==> src/rtl/fabosc_pkg.sv <==
// Shared types and constants for the fabric-oscillator clock-enable generator.
package fabosc_pkg;

  localparam int TICK_CNT_W         = 32;
  localparam int FABOSC_DEFAULT_DIV = 50;

  typedef enum logic [0:0] {
    UPD_IDLE = 1'b0,
    UPD_PEND = 1'b1
  } upd_state_t;

  // Width of a channel index; a single channel still needs one select bit.
  function automatic int ch_idx_w(input int n);
    return (n > 1) ? $clog2(n) : 1;
  endfunction

endpackage

==> src/rtl/fabosc_clken_ch.sv <==
// One clock-enable channel: down-counter, divisor register and registered tick.
// Optional per-channel tick counter under FABOSC_TICK_CNT_EN.
module fabosc_clken_ch
  import fabosc_pkg::*;
#(
  parameter int DIV_W       = 16,
  parameter int DEFAULT_DIV = FABOSC_DEFAULT_DIV
) (
  input  logic             clk,
  input  logic             reset,
  input  logic             en,
  input  logic             sync,
  input  logic             load,
  input  logic [DIV_W-1:0] load_div,
  output logic             wrap,
  output logic             tick
`ifdef FABOSC_TICK_CNT_EN
  ,
  output logic [TICK_CNT_W-1:0] tick_cnt
`endif
);

  localparam int RST_CNT = (DEFAULT_DIV > 1) ? DEFAULT_DIV - 1 : 0;

  logic [DIV_W-1:0] div_q;
  logic [DIV_W-1:0] cnt_q;
  logic [DIV_W-1:0] eff_m1;
  logic [DIV_W-1:0] load_m1;
  logic             tick_d;

  // Divisors 0 and 1 both mean "every enabled cycle", so reload value is max(div,1)-1.
  assign eff_m1  = (div_q == '0)    ? '0 : div_q - 1'b1;
  assign load_m1 = (load_div == '0) ? '0 : load_div - 1'b1;
  assign wrap    = en && (cnt_q == '0);
  assign tick_d  = wrap && !sync;

  always_ff @(posedge clk) begin
    if (reset) begin
      div_q <= DIV_W'(DEFAULT_DIV);
      cnt_q <= DIV_W'(RST_CNT);
      tick  <= 1'b0;
    end else begin
      tick <= tick_d;
      if (load) begin
        div_q <= load_div;
        cnt_q <= load_m1;
      end else if (sync || !en || (cnt_q == '0)) begin
        cnt_q <= eff_m1;
      end else begin
        cnt_q <= cnt_q - 1'b1;
      end
    end
  end

`ifdef FABOSC_TICK_CNT_EN
  logic [TICK_CNT_W-1:0] tick_cnt_q;

  // Counts on the same edge the tick asserts so TICK_CNT and TICK stay in step.
  always_ff @(posedge clk) begin
    if (reset) begin
      tick_cnt_q <= '0;
    end else if (tick_d) begin
      tick_cnt_q <= tick_cnt_q + 1'b1;
    end
  end

  assign tick_cnt = tick_cnt_q;
`endif

endmodule

==> src/rtl/fabosc_clken_gen.sv <==
// Multi-channel clock-enable generator with a one-deep divisor update queue.
// Define FABOSC_TICK_CNT_EN to add per-channel 32-bit tick counters on tick_cnt.
module fabosc_clken_gen
  import fabosc_pkg::*;
#(
  parameter int NUM_CH      = 4,
  parameter int DIV_W       = 16,
  parameter int DEFAULT_DIV = FABOSC_DEFAULT_DIV,
  localparam int CH_W       = ch_idx_w(NUM_CH)
) (
  input  logic              clk,
  input  logic              reset,
  input  logic [NUM_CH-1:0] ch_en,
  input  logic              sync,
  input  logic              div_valid,
  input  logic [CH_W-1:0]   div_ch,
  input  logic [DIV_W-1:0]  div_value,
  output logic              div_ready,
  output logic [NUM_CH-1:0] tick
`ifdef FABOSC_TICK_CNT_EN
  ,
  output logic [NUM_CH*TICK_CNT_W-1:0] tick_cnt
`endif
);

  upd_state_t        state_q;
  logic [CH_W-1:0]   shadow_ch_q;
  logic [DIV_W-1:0]  shadow_div_q;
  logic [NUM_CH-1:0] wrap;
  logic [NUM_CH-1:0] target;
  logic [NUM_CH-1:0] load;
  logic              accept;
  logic              in_range;
  logic              pend_done;

  assign div_ready = (state_q == UPD_IDLE) && !reset;
  assign accept    = div_valid && div_ready;
  assign in_range  = ({1'b0, div_ch} < (CH_W + 1)'(NUM_CH));

  // A pending update lands when its channel reaches a safe point: wrap, disabled, or SYNC.
  assign pend_done = (state_q == UPD_PEND) && (sync || (|(target & (wrap | ~ch_en))));

  always_ff @(posedge clk) begin
    if (reset) begin
      state_q      <= UPD_IDLE;
      shadow_ch_q  <= '0;
      shadow_div_q <= '0;
    end else begin
      unique case (state_q)
        UPD_IDLE: begin
          if (accept && in_range) begin
            shadow_ch_q  <= div_ch;
            shadow_div_q <= div_value;
            state_q      <= UPD_PEND;
          end
        end
        UPD_PEND: begin
          if (pend_done) begin
            state_q <= UPD_IDLE;
          end
        end
        default: state_q <= UPD_IDLE;
      endcase
    end
  end

  for (genvar i = 0; i < NUM_CH; i++) begin : gen_ch
    assign target[i] = (shadow_ch_q == CH_W'(i));
    assign load[i]   = pend_done && target[i];

    fabosc_clken_ch #(
      .DIV_W       (DIV_W),
      .DEFAULT_DIV (DEFAULT_DIV)
    ) u_ch (
      .clk      (clk),
      .reset    (reset),
      .en       (ch_en[i]),
      .sync     (sync),
      .load     (load[i]),
      .load_div (shadow_div_q),
      .wrap     (wrap[i]),
      .tick     (tick[i])
`ifdef FABOSC_TICK_CNT_EN
      ,
      .tick_cnt (tick_cnt[i*TICK_CNT_W +: TICK_CNT_W])
`endif
    );
  end

endmodule
==> config.mk <==
export PLATFORM = sky130hd
export DESIGN_NAME = fabosc_clken_gen
export DESIGN_NICKNAME = d
export VERILOG_FILES = /design/src/rtl/fabosc_pkg.sv /design/src/rtl/fabosc_clken_ch.sv /design/src/rtl/fabosc_clken_gen.sv
export SDC_FILE = /design/constraint.sdc
export NUM_CORES = 1
export LEC_CHECK = 0
export CORE_ASPECT_RATIO = 0.5
export CORE_MARGIN = 2
export CORE_UTILIZATION = 63
export DETAILED_ROUTE_END_ITERATION = 6
export PLACE_DENSITY = 0.78
export SYNTH_ARGS = -nofsm -noshare
export SYNTH_HDL_FRONTEND = slang
export SYNTH_HIERARCHICAL = 1
export SYNTH_SLANG_ARGS = --single-unit
==> constraint.sdc <==
create_clock -name clk -period 3.9 [get_ports clk]
set_input_delay 0.78 -clock clk [delete_from_list [all_inputs] [get_ports clk]]
set_output_delay 0.78 -clock clk [all_outputs]
set_load 0.1 [all_outputs]
==> impl_metrics.ini <==
[place]
place_congestion = 0.959
placed_cell_area_um2 = 10200
portBuffers = 30
post-place-ws_ns = 0.509
detailed_place_hpwl_um = 18700

[detailed_routing]
dr.pass1.iters = 5
routed_wire_length_per_instance_um = 19.7
wl_met2_um = 12100
totalWireLength_um = 27000
route.detailed.vias_per_inst = 6.46
maxUsedRoutingLayer = met4
vias = 8858
final_antenna_net_count = 0
detailedRoute.firstIterationViolations = 951
drt_drc_violations_left = 0
met3_length_um = 2270
m1WireLength_um = 11900

[global_routing]
number_of_antenna_violations_at_the_first_check_in_global_routing = 0
global_route_wire_length_before_repair_um = 43600
pin_count_of_the_biggest_net_entering_global_routing = 51
grt_util_all_layers_pct = 33.6
first_global_vias = 8435
gr-total-overflow = 0

[synthesis]
postSynth.asyncResetShare_pct = 0
synth.yosys.warnings = 6
synth_fp_nets = 1176
yosys.area_share.simple_pct = 28.2
synthesis.area_um2 = 9690
synth_compound_gate_area_share_pct = 14.3
most_frequent_cell_after_synthesis = sky130_fd_sc_hd__dfxtp_1
synth_sequential_area_ratio_pct = 31.2
synth_top_area_share_pct = 31.2
synth.area.top_cells = sky130_fd_sc_hd__dfxtp_1 31%, sky130_fd_sc_hd__xnor2_1 8.5%, sky130_fd_sc_hd__mux2i_1 6.2%
synth_edf_count = 0
main_combinational_cell_family_by_area_after_synthesis = simple AND/OR/NAND/NOR gates
synth-adder-area-share_pct = 2.58
share_of_synthesized_area_spent_on_multiplexers_pct = 6.20
ys_types = 72
synth_common_cells = 151 x sky130_fd_sc_hd__dfxtp_1, 131 x sky130_fd_sc_hd__nor2_1, 94 x sky130_fd_sc_hd__xnor2_1
post_synth_xor_area_fraction_pct = 13.6
synth_top_cell_by_area = sky130_fd_sc_hd__dfxtp_1
synthesis.instances = 1130
synth.ff_latch_count = 151
synth.avg_cell_area_um2 = 8.58
most_used_flip_flop_cell_after_synthesis = sky130_fd_sc_hd__dfxtp_1

[critical_path]
r2r_start = gen_ch[3].u_ch/cnt_q[12]$_SDFF_PP0_
ff2ff_path_depth = 9
reg2reg_slack_ns = 0.60
required_time_reported_for_the_critical_path_endpoint_ns = 4.27
arrival_ns = 3.67
timing.setup.critical_path_class = register to register
highest_net_fanout_along_the_worst_path = 23
timing.critical_path.from_type = register
critical_path.reg2reg.endpoint = gen_ch[3].u_ch/cnt_q[15]$_SDFF_PP0_
critical_path.endpoint_type = register

[power_and_ir_drop]
power.sequential.fraction_pct = 41.2
cell_internal_power_mw = 2.91
power.clock.fraction_pct = 41.8
power.density_nw_per_um2 = 380
net_switching_power_mw = 1.21
switching_share_pct = 29.5
cellLeakagePower_nw = 3.82
combPwrFrac_pct = 17.0
vdd_drop_max_mv = 0.286

[clock_tree]
cts.repair.resized = 0
postCtsHoldBufs = 0
clock_tree.root_cell = sky130_fd_sc_hd__clkbuf_16
insertion_delay_ns = 0.42
postCtsSetupRepairBufs = 0
cts_tree = yes
buffer_depth_of_the_longest_clock_path = 2
number_of_buffers_added_by_the_clock_tree_synthesis_step = 17
numClockSinks = 151
cts.htree.levels = 4
clkSlewWorstSetupHoldPaths_ns = 0.07

[hold_path]
min_path_cells = 2
endpoint_worst_hold = gen_ch[3].u_ch/div_q[1]$_SDFFE_PP1P_
hold_path.startpoint = gen_ch[3].u_ch/div_q[1]$_SDFFE_PP1P_
hold_path_class = register to register

[floorplanning]
fp.dieH_um = 91.7
die_width_um = 179
initial_utilization_pct = 65.7
design.portCount = 31
die_area_um2 = 16500
design.core.area_um2 = 14700
floorplan.rows = 31

[layout]
fin_util_pct = 73.6
post_route_cells_drive_above_1_share_pct = 10.1
final.fill_count = 1142
final_area_um2 = 10900
antenna_cells = 0
syn2layout_area_growth_pct = 12.0
fin_nets = 1207

[sta]
setup_viol = 0
rsz0062_at_grt = no
final.min_clock_period_ns = 3.30
slew_headroom_pct = 35.3
totalNegativeSetupSlack_ns = 0
setup_slack_ns = 0.599
min_period_over_period_pct = 84.6
worst_pin_slew_ns = 0.967
timing_max_transition_violations_final = 0
clock_skew_ns = 0.0115
fmaxAchievable_mhz = 303
report.final.hold_viol_count = 0

[job]
cap_violations = 0

[outcome]
outcome = finished clean
-- power by group through the flow --
| stage | Clock, mW | Sequential, mW | Combinational (mW) |
|---|---|---|---|
| 6_report | 1.72 | 1.70 | 0.703 |
| 5_1_grt | 1.81 | 1.70 | 0.757 |
| 4_1_cts | 1.74 | 1.69 | 0.687 |
| 3_5_place_dp | 0 | 1.73 | 0.676 |
| 3_3_place_gp | 0 | 1.72 | 0.664 |
| 2_1_floorplan | 0 | 1.71 | 0.486 |
-- worst max-delay path, stage by stage, from the launching register on --
cell and delay (ns):
sky130_fd_sc_hd__dfxtp_1 0.34, sky130_fd_sc_hd__nor4_1 0.66, sky130_fd_sc_hd__nand4_1 0.43, sky130_fd_sc_hd__nor2_1 0.16, sky130_fd_sc_hd__nand2b_1 0.17, sky130_fd_sc_hd__o2111a_1 0.22, sky130_fd_sc_hd__buf_4 0.35, sky130_fd_sc_hd__nand3_1 0.44
sky130_fd_sc_hd__a21oi_1 0.33, sky130_fd_sc_hd__a211o_2 0.15
-- worst max-delay path by stage --
stage                                      endpoint  slack [ns]  depth (start not counted)                                 from
4_1_cts          gen_ch[0].u_ch/cnt_q[8]$_SDFF_PP0_        0.66                         12   gen_ch[1].u_ch/cnt_q[0]$_SDFF_PP1_
3_5_place_dp     gen_ch[0].u_ch/cnt_q[8]$_SDFF_PP0_        0.51                         10                             ch_en[1]
3_3_place_gp     gen_ch[0].u_ch/cnt_q[8]$_SDFF_PP0_        0.58                         10                             ch_en[1]
2_1_floorplan  gen_ch[0].u_ch/div_q[4]$_SDFFE_PP1P_        0.86                         12   gen_ch[0].u_ch/cnt_q[6]$_SDFF_PP0_
6_report        gen_ch[3].u_ch/cnt_q[15]$_SDFF_PP0_        0.60                          9  gen_ch[3].u_ch/cnt_q[12]$_SDFF_PP0_
5_1_grt          gen_ch[0].u_ch/cnt_q[8]$_SDFF_PP0_        0.41                         12   gen_ch[1].u_ch/cnt_q[0]$_SDFF_PP1_
-- cell usage in the layout, fill, tap and decap left out, types with 22 or more instances in the layout --
master                            netlist  layout
sky130_fd_sc_hd__buf_4                  4      26
sky130_fd_sc_hd__clkdlybuf4s50_1        0      28
sky130_fd_sc_hd__dfxtp_1              151     151
sky130_fd_sc_hd__inv_1                 39      39
sky130_fd_sc_hd__mux2i_1               60      60
sky130_fd_sc_hd__nand2_1               85      85
sky130_fd_sc_hd__nand2b_1              29      29
sky130_fd_sc_hd__nand3_1               32      32
sky130_fd_sc_hd__nand4_1               34      34
sky130_fd_sc_hd__nor2_1               131     131
sky130_fd_sc_hd__nor3_1                40      40
sky130_fd_sc_hd__nor4_1                26      26
sky130_fd_sc_hd__o21ai_0               22      22
sky130_fd_sc_hd__o21ai_1               29      29
sky130_fd_sc_hd__xnor2_1               94      94
sky130_fd_sc_hd__xor2_1                56      56
-- registers in the layout (all words and copies together), names as in the netlist --
register / flops
gen_ch.u_ch/cnt_q: 64
gen_ch.u_ch/div_q: 64
shadow_div_q: 16
gen_ch.u_ch/tick: 4
shadow_ch_q: 2
state_q: 1
-- layer usage --
layer  global-route usage, %  vias up
met5                       0        -
met4                    10.1        0
met3                    6.18       72
met2                    54.3      399
met1                    45.7     4227
li1                        -     4160
-- layout make-up --
| class | instances | area, um2 | area share (%) |
|---|---|---|---|
| multi-input combinational | 895 | 6320 | 58.2 |
| sequential | 151 | 3020 | 27.9 |
| timing repair buffer | 56 | 500 | 4.61 |
| clock buffer | 19 | 443 | 4.08 |
| tap | 198 | 248 | 2.28 |
| clock inverter | 13 | 170 | 1.57 |
| inverter | 40 | 150 | 1.38 |
-- stage by stage --
stage               hold WS, ns  std cells  total power [mW]
floorplan                 0.487       1130              2.20
finish                    0.524       1372              4.12
global placement          0.512       1340              2.39
detailed placement        0.519       1340              2.40
CTS                       0.530       1372              4.12
global route              0.549       1372              4.27
-- cells by family (layout without fill, tap and decap cells) --
group	count (synthesis)	in the layout
compound gates	185	185
buf+inv	84	128
mux	60	60
xor+xnor	150	150
flops	151	151
simple gates	480	480
fa+ha+maj	20	20
(Power assumes the default switching activity.)
